[config.mk]
export PLATFORM = sky130hd
export DESIGN_NAME = regfile_wb_scheduler_flat
export DESIGN_NICKNAME = d
export VERILOG_FILES = /design/src/rtl/regfile_pkg.sv /design/src/rtl/regfile_wb_scheduler_if.sv /design/src/rtl/wb_dest_fifo.sv /design/src/rtl/regfile_wb_scheduler.sv /design/src/flat_wrapper.sv
export SDC_FILE = /design/constraint.sdc
export NUM_CORES = 1
export LEC_CHECK = 0
export BUFFER_PORTS_ARGS = -buffer_cell sky130_fd_sc_hd__buf_2
export CORE_AREA = 4 4 66 129
export DETAILED_ROUTE_END_ITERATION = 8
export DIE_AREA = 0 0 70 133
export GPL_ROUTABILITY_DRIVEN = 1
export HOLD_SLACK_MARGIN = 0.1
export PLACE_DENSITY = 0.95
export REMOVE_ABC_BUFFERS = 1
export SETUP_SLACK_MARGIN = 0.1
export SLEW_MARGIN = 5
export SYNTH_ARGS = -nofsm -noshare
export SYNTH_HDL_FRONTEND = slang
export SYNTH_SLANG_ARGS = --single-unit
[constraint.sdc]
create_clock -name clk -period 6.7 [get_ports clk]
set_clock_uncertainty 0.1 [all_clocks]
set_input_delay 1.34 -clock clk [delete_from_list [all_inputs] [get_ports clk]]
set_output_delay 1.34 -clock clk [all_outputs]
set_load 0.02 [all_outputs]
[src/rtl/regfile_pkg.sv]
// Shared register-file types and constants for the writeback scheduler slice.
package regfile_pkg;

    typedef logic [4:0]  reg_addr_t;
    typedef logic [31:0] reg_data_t;

    localparam reg_addr_t REG_ZERO = 5'd0;
    localparam int        NUM_REGS = 32;

    // One-hot register mask; register 0 never appears in any mask.
    function automatic logic [NUM_REGS-1:0] reg_onehot(input reg_addr_t a);
        logic [NUM_REGS-1:0] v;
        v = '0;
        if (a != REG_ZERO) v[a] = 1'b1;
        return v;
    endfunction

endpackage

[src/rtl/regfile_wb_scheduler_if.sv]
// Issue / ALU-writeback / load-return / write-port C bundle for the scheduler.
// The fwd_* mirror of the write port exists only when WB_LOAD_BYPASS_EN is defined.
interface regfile_wb_scheduler_if #(
    parameter int MAX_LOADS = 4
) ();
    import regfile_pkg::*;

    localparam int CNT_W = $clog2(MAX_LOADS) + 1;

    logic             issue_valid;
    reg_addr_t        issue_rs;
    reg_addr_t        issue_rt;
    reg_addr_t        issue_dest;
    logic             issue_is_load;
    logic             issue_stall;

    logic             alu_wb_valid;
    reg_addr_t        alu_wb_addr;
    reg_data_t        alu_wb_data;
    logic             alu_hold;

    logic             ld_valid;
    reg_data_t        ld_data;
    logic             ld_ready;

    reg_addr_t        wr_addr_c;
    logic             wr_enable_c;
    reg_data_t        wr_data_c;
    logic [CNT_W-1:0] loads_pending;

`ifdef WB_LOAD_BYPASS_EN
    logic             fwd_valid;
    reg_addr_t        fwd_addr;
    reg_data_t        fwd_data;
`endif

    // Pipeline side: presents requests, observes grants and the write port.
    modport master (
        output issue_valid, issue_rs, issue_rt, issue_dest, issue_is_load,
        output alu_wb_valid, alu_wb_addr, alu_wb_data,
        output ld_valid, ld_data,
        input  issue_stall, alu_hold, ld_ready,
        input  wr_addr_c, wr_enable_c, wr_data_c, loads_pending
`ifdef WB_LOAD_BYPASS_EN
        , input fwd_valid, fwd_addr, fwd_data
`endif
    );

    // Scheduler side.
    modport slave (
        input  issue_valid, issue_rs, issue_rt, issue_dest, issue_is_load,
        input  alu_wb_valid, alu_wb_addr, alu_wb_data,
        input  ld_valid, ld_data,
        output issue_stall, alu_hold, ld_ready,
        output wr_addr_c, wr_enable_c, wr_data_c, loads_pending
`ifdef WB_LOAD_BYPASS_EN
        , output fwd_valid, fwd_addr, fwd_data
`endif
    );

endinterface

[src/rtl/wb_dest_fifo.sv]
// In-order FIFO of outstanding load destination registers.
// Pop is only honoured when non-empty, so a push into an empty FIFO is never
// visible at the head in the same cycle. A push while full is accepted only
// when a pop frees a slot in the same cycle.
module wb_dest_fifo
    import regfile_pkg::*;
#(
    parameter int DEPTH = 4
) (
    input  logic                   clk,
    input  logic                   reset,
    input  logic                   i_push,
    input  reg_addr_t              i_push_data,
    input  logic                   i_pop,
    output reg_addr_t              o_pop_data,
    output logic                   o_full,
    output logic                   o_empty,
    output logic [$clog2(DEPTH):0] o_count
);
    localparam int AW = $clog2(DEPTH);

    reg_addr_t       r_mem [DEPTH];
    logic [AW-1:0]   r_wr_ptr;
    logic [AW-1:0]   r_rd_ptr;
    logic [AW:0]     r_count;
    logic            w_do_push;
    logic            w_do_pop;

    assign o_full     = (r_count == (AW+1)'(DEPTH));
    assign o_empty    = (r_count == '0);
    assign o_count    = r_count;
    assign o_pop_data = r_mem[r_rd_ptr];
    assign w_do_pop   = i_pop && !o_empty;
    assign w_do_push  = i_push && (!o_full || w_do_pop);

    // Storage array; contents are don't-care until written, so no reset.
    always_ff @(posedge clk) begin
        if (w_do_push) r_mem[r_wr_ptr] <= i_push_data;
    end

    // Pointers and occupancy.
    always_ff @(posedge clk) begin
        if (reset) begin
            r_wr_ptr <= '0;
            r_rd_ptr <= '0;
            r_count  <= '0;
        end else begin
            if (w_do_push) r_wr_ptr <= r_wr_ptr + 1'b1;
            if (w_do_pop)  r_rd_ptr <= r_rd_ptr + 1'b1;
            case ({w_do_push, w_do_pop})
                2'b10:   r_count <= r_count + 1'b1;
                2'b01:   r_count <= r_count - 1'b1;
                default: r_count <= r_count;
            endcase
        end
    end

endmodule

[src/rtl/regfile_wb_scheduler.sv]
// Write-port C arbiter between ALU results and in-order load returns, with a
// pending-load scoreboard that stalls issue on RAW/WAW hazards.
// Optional macro WB_LOAD_BYPASS_EN: the returning load's register is treated
// as already written for hazard checks, a same-cycle pop frees a FIFO slot for
// a new load, and the write port is mirrored on fwd_*.
module regfile_wb_scheduler
    import regfile_pkg::*;
#(
    parameter int MAX_LOADS    = 4,
    parameter int STARVE_LIMIT = 3
) (
    input  logic                  clk,
    input  logic                  reset,
    regfile_wb_scheduler_if.slave bus
);
    localparam int CNT_W = $clog2(MAX_LOADS) + 1;
    localparam int SW    = (STARVE_LIMIT < 1) ? 1 : $clog2(STARVE_LIMIT + 1);
    localparam logic [SW-1:0] STARVE_MAX = SW'(STARVE_LIMIT);

    logic                w_fifo_push;
    logic                w_fifo_pop;
    logic                w_fifo_full;
    logic                w_fifo_empty;
    reg_addr_t           w_head;
    logic [CNT_W-1:0]    w_fifo_count;

    logic [SW-1:0]       r_starve_cnt;
    logic [NUM_REGS-1:0] r_pending;
    logic [NUM_REGS-1:0] w_pending_nxt;
    logic [NUM_REGS-1:0] w_haz_mask;

    logic                w_ld_avail;
    logic                w_load_win;
    logic                w_full_eff;
    logic                w_hazard;

    wb_dest_fifo #(.DEPTH(MAX_LOADS)) u_dest_fifo (
        .clk         (clk),
        .reset       (reset),
        .i_push      (w_fifo_push),
        .i_push_data (bus.issue_dest),
        .i_pop       (w_fifo_pop),
        .o_pop_data  (w_head),
        .o_full      (w_fifo_full),
        .o_empty     (w_fifo_empty),
        .o_count     (w_fifo_count)
    );

    // A load return with nothing outstanding is never granted.
    assign w_ld_avail = bus.ld_valid && !w_fifo_empty;
    assign w_load_win = !reset && w_ld_avail &&
                        (!bus.alu_wb_valid || (r_starve_cnt == STARVE_MAX));
    assign w_fifo_pop = w_load_win;

`ifdef WB_LOAD_BYPASS_EN
    assign w_haz_mask = r_pending & ~(w_load_win ? reg_onehot(w_head) : '0);
    assign w_full_eff = w_fifo_full && !w_fifo_pop;
`else
    assign w_haz_mask = r_pending;
    assign w_full_eff = w_fifo_full;
`endif

    assign w_hazard = w_haz_mask[bus.issue_rs] || w_haz_mask[bus.issue_rt] ||
                      ((bus.issue_dest != REG_ZERO) && w_haz_mask[bus.issue_dest]) ||
                      (bus.issue_is_load && w_full_eff);

    assign bus.issue_stall   = !reset && bus.issue_valid && w_hazard;
    assign w_fifo_push       = !reset && bus.issue_valid && bus.issue_is_load && !w_hazard;
    assign bus.loads_pending = reset ? '0 : w_fifo_count;

    // Write-port C mux: the winning request drives the register file directly.
    always_comb begin
        bus.wr_addr_c   = REG_ZERO;
        bus.wr_data_c   = '0;
        bus.wr_enable_c = 1'b0;
        bus.ld_ready    = 1'b0;
        bus.alu_hold    = 1'b0;
        if (w_load_win) begin
            bus.wr_addr_c   = w_head;
            bus.wr_data_c   = bus.ld_data;
            bus.wr_enable_c = (w_head != REG_ZERO);
            bus.ld_ready    = 1'b1;
            bus.alu_hold    = bus.alu_wb_valid;
        end else if (!reset && bus.alu_wb_valid) begin
            bus.wr_addr_c   = bus.alu_wb_addr;
            bus.wr_data_c   = bus.alu_wb_data;
            bus.wr_enable_c = (bus.alu_wb_addr != REG_ZERO);
        end
    end

`ifdef WB_LOAD_BYPASS_EN
    assign bus.fwd_valid = bus.wr_enable_c;
    assign bus.fwd_addr  = bus.wr_addr_c;
    assign bus.fwd_data  = bus.wr_data_c;
`endif

    // Starvation counter: counts refused load returns, saturating at the limit.
    always_ff @(posedge clk) begin
        if (reset) begin
            r_starve_cnt <= '0;
        end else if (w_load_win) begin
            r_starve_cnt <= '0;
        end else if (w_ld_avail && bus.alu_wb_valid && (r_starve_cnt != STARVE_MAX)) begin
            r_starve_cnt <= r_starve_cnt + 1'b1;
        end
    end

    // Scoreboard next value: clear the retiring load first so a new load to
    // the same register in the same cycle leaves it pending.
    always_comb begin
        w_pending_nxt = r_pending;
        if (w_fifo_pop)  w_pending_nxt = w_pending_nxt & ~reg_onehot(w_head);
        if (w_fifo_push) w_pending_nxt = w_pending_nxt | reg_onehot(bus.issue_dest);
    end

    // Scoreboard register.
    always_ff @(posedge clk) begin
        if (reset) r_pending <= '0;
        else       r_pending <= w_pending_nxt;
    end

    a_no_return_when_empty: assert property (
        @(posedge clk) disable iff (reset) !(bus.ld_valid && w_fifo_empty)
    );

endmodule

[src/flat_wrapper.sv]
// flat-port wrapper written by rule: the top's interface ports become plain ports
module regfile_wb_scheduler_flat import regfile_pkg::*;
#(
    parameter int MAX_LOADS    = 4,
    parameter int STARVE_LIMIT = 3
)
  (clk, reset, bus_issue_valid, bus_issue_rs, bus_issue_rt, bus_issue_dest, bus_issue_is_load, bus_alu_wb_valid, bus_alu_wb_addr, bus_alu_wb_data, bus_ld_valid, bus_ld_data, bus_issue_stall, bus_alu_hold, bus_ld_ready, bus_wr_addr_c, bus_wr_enable_c, bus_wr_data_c, bus_loads_pending);
  regfile_wb_scheduler_if #(.MAX_LOADS(MAX_LOADS)) bus_i ();
  input  logic clk;
  input  logic reset;
  input wire logic [$bits(bus_i.issue_valid)-1:0] bus_issue_valid;
  input wire logic [$bits(bus_i.issue_rs)-1:0] bus_issue_rs;
  input wire logic [$bits(bus_i.issue_rt)-1:0] bus_issue_rt;
  input wire logic [$bits(bus_i.issue_dest)-1:0] bus_issue_dest;
  input wire logic [$bits(bus_i.issue_is_load)-1:0] bus_issue_is_load;
  input wire logic [$bits(bus_i.alu_wb_valid)-1:0] bus_alu_wb_valid;
  input wire logic [$bits(bus_i.alu_wb_addr)-1:0] bus_alu_wb_addr;
  input wire logic [$bits(bus_i.alu_wb_data)-1:0] bus_alu_wb_data;
  input wire logic [$bits(bus_i.ld_valid)-1:0] bus_ld_valid;
  input wire logic [$bits(bus_i.ld_data)-1:0] bus_ld_data;
  output wire logic [$bits(bus_i.issue_stall)-1:0] bus_issue_stall;
  output wire logic [$bits(bus_i.alu_hold)-1:0] bus_alu_hold;
  output wire logic [$bits(bus_i.ld_ready)-1:0] bus_ld_ready;
  output wire logic [$bits(bus_i.wr_addr_c)-1:0] bus_wr_addr_c;
  output wire logic [$bits(bus_i.wr_enable_c)-1:0] bus_wr_enable_c;
  output wire logic [$bits(bus_i.wr_data_c)-1:0] bus_wr_data_c;
  output wire logic [$bits(bus_i.loads_pending)-1:0] bus_loads_pending;
  assign bus_i.issue_valid = bus_issue_valid;
  assign bus_i.issue_rs = bus_issue_rs;
  assign bus_i.issue_rt = bus_issue_rt;
  assign bus_i.issue_dest = bus_issue_dest;
  assign bus_i.issue_is_load = bus_issue_is_load;
  assign bus_i.alu_wb_valid = bus_alu_wb_valid;
  assign bus_i.alu_wb_addr = bus_alu_wb_addr;
  assign bus_i.alu_wb_data = bus_alu_wb_data;
  assign bus_i.ld_valid = bus_ld_valid;
  assign bus_i.ld_data = bus_ld_data;
  assign bus_issue_stall = bus_i.issue_stall;
  assign bus_alu_hold = bus_i.alu_hold;
  assign bus_ld_ready = bus_i.ld_ready;
  assign bus_wr_addr_c = bus_i.wr_addr_c;
  assign bus_wr_enable_c = bus_i.wr_enable_c;
  assign bus_wr_data_c = bus_i.wr_data_c;
  assign bus_loads_pending = bus_i.loads_pending;
  regfile_wb_scheduler #(.MAX_LOADS(MAX_LOADS), .STARVE_LIMIT(STARVE_LIMIT)) u_core (.clk(clk), .reset(reset), .bus(bus_i));
endmodule
==> results of run 1 <==
-- registers in the layout, indices dropped and copies added (netlist names), named ones only --
register                     flops
u_core.u_dest_fifo.r_mem        20
u_core.u_dest_fifo.r_wr_ptr      2
u_core.r_starve_cnt              2
u_core.r_pending                32
u_core.u_dest_fifo.o_count       3
u_core.u_dest_fifo.r_rd_ptr      2
-- power breakdown --
group	internal, mW	switching, mW	total, mW
Clock	0.360	0.167	0.527
Combinational	0.0510	0.0765	0.127
Sequential	0.396	0.00220	0.398
Total	0.807	0.246	1.05
-- cell families (layout without fill, tap and decap cells) --
kind of cell    after synthesis  after routing  share of synthesized area
compound gates              129            129                      0.223
simple gates                126            126                      0.174
flops                        63             63                      0.359
mux                          44             44                      0.162
buf+inv                      44            164                     0.0504
fa+ha+maj                     7              7                     0.0233
xor+xnor                      4              4                    0.00860
other cells                   0              1                          0
-- tightest hold or removal path: stages (launching register included) --
cell	delay, ns
dfxtp_1	0.33
a21oi_1	0.07
nor2_1	0.07
-- stage by stage --
step | instances | area, um^2 | util | setup WS [ns]
floorplan | 385 | 3910 | - | 0.898
global placement | 615 | 4730 | 0.627 | 1.82
detailed placement | 615 | 4730 | 0.627 | 1.74
CTS | 631 | 5070 | 0.671 | 1.79
global route | 631 | 5070 | 0.671 | 1.69
finish | 632 | 5070 | 0.672 | 1.78
-- final timing paths --
kind                                                      end                   start  cells past startpoint
worst max register to register  u_core.u_dest_fifo.o_count[2]    u_core.r_pending[27]                     11
worst min-delay path                   u_core.r_starve_cnt[1]  u_core.r_starve_cnt[1]                      2
worst max-delay path                          bus_issue_stall         bus_issue_rt[1]                      7
worst min register to register         u_core.r_starve_cnt[1]  u_core.r_starve_cnt[1]                      2
-- metal layers --
metal / vias up / routed length, um / track usage
li1: 1823 / - / -
met1: 1885 / 4850 / 0.326
met2: 283 / 6510 / 0.479
met3: 79 / 1180 / 0.0707
met4: 0 / 853 / 0.195
met5: - / 0 / 0
-- layout make-up --
| type | count | area, um^2 | share of cell area |
|---|---|---|---|
| antenna | 1 | 2.50 | 0.000494 |
| tap | 94 | 118 | 0.0232 |
| sequential | 63 | 1460 | 0.288 |
| clock inverter | 7 | 111 | 0.0220 |
| clock buffer | 9 | 225 | 0.0444 |
| multi-input combinational | 310 | 2420 | 0.477 |
| timing repair buffer | 136 | 688 | 0.136 |
| inverter | 12 | 45.0 | 0.00889 |
-- Yosys cell counts (all sizes together) (10+ instances only) --
cell type,instances
dfxtp,43
nor2b,41
o21ai,39
a22o,36
o31ai,30
nor2,26
clkbuf,21
mux2i,21
edfxtp,20
mux4,17
nand2,16
inv,12
buf,11
nand3b,10
==> flow_summary.json, run 1 <==
{
  "coreArea_mm2": 0.00754,
  "numCtsBuffers": 9,
  "path_buf_inv": 2,
  "critPathMaxStageDelay_ns": 0.50,
  "start_util": 0.540,
  "tightest_slew_ns": 0.982,
  "rows": 45,
  "grt_overflow": 0,
  "clkSinkCount": 63,
  "grt_pass1_vias": 4078,
  "fill_cells": 571,
  "min_period_over_period": 0.734,
  "clockRootBuffer": "clkbuf_16",
  "syn-instance-count": 417,
  "drive_above_1_share": 0.335,
  "clk_path_buf_depth": 2,
  "ys_ff_latch": 63,
  "yosys_warnings": 0,
  "final_cell_mix": "buf_2 (133), dfxtp_1 (43), nor2b_1 (41)",
  "rsz0062_at_grt": "no",
  "port-buffer-count": 133,
  "route.detailed.drc": 0,
  "critPathTopFamily": "compound AO/OA/AOI/OAI gates",
  "wl_per_cell_um": 21.2,
  "die_h_um": 133,
  "setup_viol": 0,
  "path_max_fanout": 16,
  "synth_edf_count": 20,
  "ant_nets": 0,
  "clk_latency_ns": 0.34,
  "maxCapViolations": 0,
  "max_freq_mhz": 203,
  "num-nets-final": 629,
  "critPathCaptureType": "output port",
  "ys_seq_area_frac": 0.359,
  "hold-worst-slack_ns": 0.409,
  "critPathRequiredTime_ns": 5.26,
  "post-cts-setup-buffers": 0,
  "ctsHoldBuffers": 0,
  "via_per_inst": 6.44,
  "cts_tree": "done",
  "drtIter0Drc": 384,
  "netlist_top_cells_area": "dfxtp_1 (21%), edfxtp_1 (15%), mux4_2 (9.4%)",
  "cp_cell_sequence": "buf_2, mux2_2, o311ai_0, nor3_1, or4_1, o41a_1, buf_2",
  "crit_path_frequent_cell": "buf_2",
  "grt_max_degree": 43,
  "power.total_mw": 1.05,
  "die_area_mm2": 0.00931,
  "path_clk_slew_ns": 0.06,
  "vias": 4070,
  "ys_types": 47,
  "period_needed_ns": 4.92,
  "layout_commonest_cell": "buf_2",
  "synth_top_cell_by_area": "dfxtp_1",
  "wl_um": 13400,
  "syn_area_per_cell_um2": 9.77,
  "crit_slowest_cell": "or4_1",
  "hold_viol_final": 0,
  "vdd_drop_max_v": 0.000191,
  "cp-start-kind": "primary input",
  "syn_to_final_growth_pct": 24.4,
  "antenna_found_initial": 0,
  "fin_setup_tns_ns": 0,
  "die_w_um": 70,
  "outcome": "finished clean",
  "crit_type": "in2out",
  "synth_area_mm2": 0.00407,
  "grtUsageTotal": 0.291,
  "io_pins": 134,
  "cts_resized": 0,
  "powerDensity_mw_per_mm2": 208,
  "rrSetupSlack_ns": 3.01,
  "grt_pass1_wl_um": 21000,
  "async_reset_ff_frac": 0,
  "first_pass_iters": 8,
  "synth_top_cell_area_share": 0.211,
  "gp_congestion": 0.975,
  "worstPathArrival_ns": 3.48,
  "worst_hold_path_type": "reg2reg",
  "p_leak_nw": 2.12,
  "dpl.hpwl_um": 9880,
  "finalMaxSlewViolations": 0,
  "htreeDepth": 3,
  "ys.flop_type": "dfxtp_1",
  "slew-limit-headroom": 0.340
}
(Power assumes the default switching activity.)
==> run 2, diff against run 1 <==
--- a/config.mk
+++ b/config.mk
@@ -5,13 +5,14 @@
 export SDC_FILE = /design/constraint.sdc
 export NUM_CORES = 1
 export LEC_CHECK = 0
+export ABC_AREA = 1
 export BUFFER_PORTS_ARGS = -buffer_cell sky130_fd_sc_hd__buf_2
-export CORE_AREA = 4 4 66 129
+export CORE_AREA = 4 4 76 148
 export DETAILED_ROUTE_END_ITERATION = 8
-export DIE_AREA = 0 0 70 133
+export DIE_AREA = 0 0 80 152
 export GPL_ROUTABILITY_DRIVEN = 1
 export HOLD_SLACK_MARGIN = 0.1
-export PLACE_DENSITY = 0.95
+export PLACE_DENSITY = 0.87
 export REMOVE_ABC_BUFFERS = 1
 export SETUP_SLACK_MARGIN = 0.1
 export SLEW_MARGIN = 5
==> constraint.sdc (replaced) <==
create_clock -name clk -period 4.2 [get_ports clk]
set_clock_uncertainty 0.1 [all_clocks]
set_input_delay 0.84 -clock clk [delete_from_list [all_inputs] [get_ports clk]]
set_output_delay 0.84 -clock clk [all_outputs]
set_load 0.02 [all_outputs]
==> flow_summary.json, run 2 <==
{
  "gp_congestion": 1.03,
  "drtIter0Drc": 476,
  "ys_seq_area_frac": 0.310,
  "die_w_um": 80,
  "vias": 5533,
  "worst_hold_path_type": "reg2reg",
  "num-nets-final": 963,
  "p_leak_nw": 2.67,
  "netSwitchingPower_uw": 464,
  "hold-worst-slack_ns": 0.384,
  "wl_per_cell_um": 16.2,
  "antenna_found_initial": 1,
  "rows": 52,
  "p_int_mw": 1.18,
  "synth.most_common_cell": "nand2_1",
  "path_clk_slew_ns": 0.05,
  "grt_pass1_vias": 5346,
  "finalMaxSlewViolations": 0,
  "grt_pass1_wl_um": 25600,
  "coreArea_mm2": 0.0101,
  "yosys_warnings": 0,
  "setup_viol": 0,
  "fill_cells": 1003,
  "ys_types": 33,
  "multi_input_area_mm2": 0.00264,
  "grtUsageTotal": 0.269,
  "ctsHoldBuffers": 0,
  "power_frac_comb": 0.169,
  "slew-limit-headroom": 0.665,
  "netlist_top_cells_area": "dfxtp_1 (18%), nand2_1 (18%), edfxtp_1 (13%)",
  "die_area_mm2": 0.0122,
  "path_max_fanout": 20,
  "crit_type": "in2out",
  "die_h_um": 152,
  "async_reset_ff_frac": 0,
  "hold_viol_final": 0,
  "critPathRequiredTime_ns": 3.26,
  "seqCellArea_mm2": 0.00146,
  "synth_edf_count": 20,
  "r2r-end": "u_core.u_dest_fifo.o_count[2]",
  "first_pass_iters": 6,
  "route.detailed.drc": 0,
  "regMostFlops": "u_core.r_pending",
  "cts_tree": "done",
  "period_needed_ns": 3.55,
  "grt_max_degree": 39,
  "numCtsBuffers": 9,
  "worstHoldStart": "u_core.u_dest_fifo.r_rd_ptr[0]",
  "clk_path_buf_depth": 2,
  "fin_setup_tns_ns": 0,
  "synth_top_cell_area_share": 0.182,
  "io_pins": 134,
  "critPathCaptureType": "output port",
  "largest_register_ffs": 32,
  "vdd_drop_max_v": 0.000203,
  "cts_resized": 0,
  "max_freq_mhz": 282,
  "start_util": 0.465,
  "ant_nets": 0,
  "synth_area_mm2": 0.00472,
  "clkSinkCount": 63,
  "min_period_over_period": 0.844,
  "wl_um": 16300,
  "layout_commonest_cell": "nand2_1",
  "drive_above_1_share": 0.202,
  "via_per_inst": 5.49,
  "post-cts-setup-buffers": 0,
  "p_clk_frac": 0.444,
  "r2r-start": "u_core.r_pending[26]",
  "hold_path_depth": 2,
  "dpl.hpwl_um": 12200,
  "clk_latency_ns": 0.34,
  "port-buffer-count": 133,
  "maxCapViolations": 0,
  "syn_to_final_growth_pct": 19.5,
  "grt_overflow": 0,
  "outcome": "finished clean",
  "ys_ff_latch": 63,
  "seqPwrFrac": 0.387,
  "htreeDepth": 3,
  "syn_area_per_cell_um2": 6.25,
  "powerDensity_mw_per_mm2": 291,
  "syn-instance-count": 755,
  "p_sw_frac": 0.283,
  "synth_top_cell_by_area": "dfxtp_1",
  "worstPathArrival_ns": 2.61,
  "cp-start-kind": "primary input",
  "rsz0062_at_grt": "no",
  "ff2ff_path_depth": 19,
  "rrSetupSlack_ns": 1.47,
  "clockRootBuffer": "clkbuf_16",
  "ys.flop_type": "dfxtp_1",
  "final_cell_mix": "nand2_1 (225), buf_2 (133), inv_1 (88)",
  "synth.top_cells.by_count": "nand2_1 (225), inv_1 (88), nand3_1 (85)",
  "tightest_slew_ns": 0.500
}
## run 2: cell types whose count changed after synthesis, sizes merged, moves of 34 or more
cell,previous run,this run
a22o,36,0
a21oi,5,50
inv,12,91
nand3,5,91
nor2b,41,0
nor2,26,60
o21ai,39,74
nand2,16,229
## run 2: logic make-up (layout without fill, tap and decap cells)
group           after synthesis  count (layout)  synth area share
other cells                   0               1                 0
flops                        63              63             0.310
compound gates              128             128             0.138
fa+ha+maj                     7               7            0.0201
mux                           1               1           0.00291
buf+inv                     134             250             0.132
simple gates                422             422             0.397
## run 2: per-stage QoR
| step | area (um^2) | std cells | worst slack, ns | util | power [mW] |
|---|---|---|---|---|---|
| global route | 5640 | 1007 | 0.498 | 0.556 | 1.70 |
| detailed placement | 5350 | 990 | 0.586 | 0.527 | 0.922 |
| CTS | 5640 | 1006 | 0.704 | 0.556 | 1.64 |
| global placement | 5350 | 990 | 0.646 | 0.527 | 0.917 |
| finish | 5640 | 1007 | 0.654 | 0.556 | 1.64 |
| floorplan | 4450 | 714 | 0.118 | - | 0.793 |
## run 2: worst max-delay path, stage by stage
cell	delay, ns
buf_2	0.31
clkinv_1	0.34
nand2_1	0.16
nand2_1	0.06
nand2_1	0.07
nand2_1	0.05
nor2_1	0.10
nand2_1	0.05
nand2_1	0.07
nand2_2	0.06
inv_4	0.19
a21oi_1	0.11
buf_2	0.17
## run 2: cell type report
class / instances / share of cell area
timing repair buffer: 141 / 0.129
clock inverter: 6 / 0.0109
multi-input combinational: 558 / 0.468
sequential: 63 / 0.259
inverter: 93 / 0.0623
clock buffer: 10 / 0.0406
tap: 135 / 0.0299
antenna: 1 / 0.000443
## run 2: how the worst max path moves through the flow
stage,from,to,slack (ns),cells past startpoint
2_1_floorplan,bus_alu_wb_valid,bus_wr_addr_c[2],0.12,5
3_3_place_gp,bus_issue_dest[1],u_core.u_dest_fifo.o_count[1],0.65,18
3_5_place_dp,bus_issue_dest[1],u_core.u_dest_fifo.o_count[1],0.59,18
4_1_cts,bus_issue_dest[0],bus_issue_stall,0.70,15
5_1_grt,bus_issue_dest[0],bus_issue_stall,0.50,15
6_report,bus_issue_dest[1],bus_issue_stall,0.65,13
## run 2: power by group through the flow
stage          Combinational, mW  Clock, mW  Sequential, mW
3_3_place_gp               0.268          0           0.648
4_1_cts                    0.275      0.726           0.636
6_report                   0.278      0.729           0.636
2_1_floorplan              0.145          0           0.648
3_5_place_dp               0.273          0           0.649
5_1_grt                    0.307      0.756           0.636
## run 2: routing by layer
layer  track usage  wire [um]  up-vias
met1         0.253       5200     2433
met3        0.0652       1550       82
met2         0.480       8360      332
met4         0.202       1180        0
li1              -          -     2686
met5             0          0        -
==> run 3, diff against run 2 <==
==> constraint.sdc (replaced) <==
create_clock -name clk -period 3.2 [get_ports clk]
set_clock_uncertainty 0.1 [all_clocks]
set_input_delay 0.64 -clock clk [delete_from_list [all_inputs] [get_ports clk]]
set_output_delay 0.64 -clock clk [all_outputs]
set_load 0.02 [all_outputs]
==> flow_summary.json, run 3 (synthesized netlist as in run 2, its figures left out) <==
{
  "vdd_drop_max_v": 0.000256,
  "ff2ff_path_depth": 17,
  "slew-limit-headroom": 0.646,
  "critPathCaptureType": "output port",
  "power.total_mw": 2.15,
  "clk_path_buf_depth": 2,
  "dpl.hpwl_um": 11800,
  "antenna_cells": 0,
  "period_needed_ns": 2.92,
  "regMostFlops": "u_core.r_pending",
  "dp_slack_ns": 0.140,
  "clockRootBuffer": "clkbuf_16",
  "min_period_over_period": 0.913,
  "cts_tree": "done",
  "antenna_found_initial": 0,
  "p_leak_nw": 2.75,
  "die_area_mm2": 0.0122,
  "coreArea_mm2": 0.0101,
  "ctsHoldBuffers": 0,
  "numCtsBuffers": 9,
  "finalMaxSlewViolations": 0,
  "worstHoldStart": "u_core.u_dest_fifo.r_rd_ptr[0]",
  "max_freq_mhz": 342,
  "rsz0062_at_grt": "no",
  "grt_overflow": 0,
  "top_usage_layer": "met2",
  "hold_viol_final": 0,
  "first_pass_iters": 5,
  "wl_per_cell_um": 15.5,
  "clkSinkCount": 63,
  "met3_usage": 0.0468,
  "die_h_um": 152,
  "final_cell_mix": "nand2_1 (225), buf_2 (133), inv_1 (88)",
  "path_clk_slew_ns": 0.05,
  "route.detailed.drc": 0,
  "die_w_um": 80,
  "grt_util_met2": 0.466,
  "setup_viol": 0,
  "grt_pass1_wl_um": 24300,
  "io_pins": 134,
  "powerDensity_mw_per_mm2": 372,
  "rows": 52,
  "crit_type": "in2out",
  "syn_to_final_growth_pct": 22.1,
  "maxCapViolations": 0,
  "ant_nets": 0,
  "num-nets-final": 975,
  "grt_max_degree": 40,
  "tightest_slew_ns": 0.531,
  "largest_register_ffs": 32,
  "worst_hold_path_type": "reg2reg",
  "via_per_inst": 5.40,
  "grtUsageTotal": 0.253,
  "drive_above_1_share": 0.213,
  "gp_congestion": 0.990,
  "fill_cells": 1009,
  "cp-start-kind": "primary input",
  "path_max_fanout": 13,
  "wl_um": 15800,
  "drtIter0Drc": 452,
  "grt_pass1_vias": 5115,
  "layout_commonest_cell": "nand2_1",
  "clk_latency_ns": 0.33,
  "hold_path_depth": 2,
  "vias": 5499,
  "outcome": "finished clean",
  "rrSetupSlack_ns": 0.71,
  "design_area_mm2": 0.00576,
  "htreeDepth": 3,
  "r2r-start": "u_core.r_pending[1]",
  "r2r-end": "u_core.u_dest_fifo.o_count[2]",
  "critPathRequiredTime_ns": 2.46,
  "placed_cell_area_mm2": 0.00547,
  "setup_ws_ns": 0.277,
  "start_util": 0.465,
  "worstPathArrival_ns": 2.18,
  "port-buffer-count": 133,
  "met1_usage": 0.242
}
run 3: cell count changes in the layout (fill, tap and decap cells not counted), sizes merged:
cell      change
buf          +12
clkinv        +2
clkinvlp      -2
diode         -1
run 3: worst max-delay path, stage by stage:
cell     delay (ns)
buf_2          0.11
inv_1          0.30
nand2_1        0.10
nand3_1        0.08
nand3_1        0.11
nand3_1        0.09
nand2_1        0.08
nand2_2        0.08
nand2_4        0.06
nor2_8         0.16
buf_4          0.16
a21oi_1        0.07
buf_2          0.16
run 3: how the worst max path moves through the flow:
stage / slack (ns) / from / to / cells past startpoint
after global routing: 0.12 / u_core.r_starve_cnt[0] / bus_wr_data_c[27] / 9
final: 0.28 / bus_issue_rt[0] / bus_issue_stall / 13
after CTS: 0.22 / u_core.r_starve_cnt[0] / bus_wr_addr_c[1] / 9
after floorplan: -0.48 / bus_alu_wb_valid / bus_wr_addr_c[2] / 5
after detailed placement: 0.14 / bus_issue_dest[3] / u_core.u_dest_fifo.o_count[2] / 18
after global placement: 0.14 / bus_issue_dest[3] / u_core.u_dest_fifo.o_count[2] / 18
run 3: per-stage QoR:
stage               cells  setup TNS [ns]   util  hold slack [ns]
floorplan             714           -2.95      -            0.340
global route         1018               0  0.568            0.405
finish               1018               0  0.568            0.376
detailed placement   1001               0  0.539            0.369
CTS                  1017               0  0.567            0.375
global placement     1001               0  0.539            0.363
run 3: where the power goes:
group / internal (mW) / switching [mW] / total [mW] / leakage (nW)
registers: 0.831 / 0.00387 / 0.835 / 0.527
clock network: 0.592 / 0.339 / 0.931 / 0.141
logic: 0.131 / 0.248 / 0.380 / 2.09
run 3: timing repair:
item,in CTS,in global routing
buffers inserted,0,1
setup endpoints to repair,0,4
gates resized for setup,0,1
run 3: cell type report:
| class | count | area (um^2) | area share |
|---|---|---|---|
| Clock buffer | 10 | 229 | 0.0397 |
| Tap cell | 135 | 169 | 0.0293 |
| Sequential cell | 63 | 1460 | 0.254 |
| Clock inverter | 6 | 52.6 | 0.00912 |
| Inverter | 93 | 355 | 0.0617 |
| Multi-Input combinational cell | 558 | 2640 | 0.459 |
| Timing Repair Buffer | 153 | 853 | 0.148 |
run 3: per-layer routing:
metal | vias up | share of wire | wire length (um)
li1 | 2712 | - | -
met1 | 2444 | 0.34 | 5360
met2 | 278 | 0.52 | 8190
met3 | 65 | 0.078 | 1230
met4 | 0 | 0.065 | 1030
met5 | - | 0 | 0
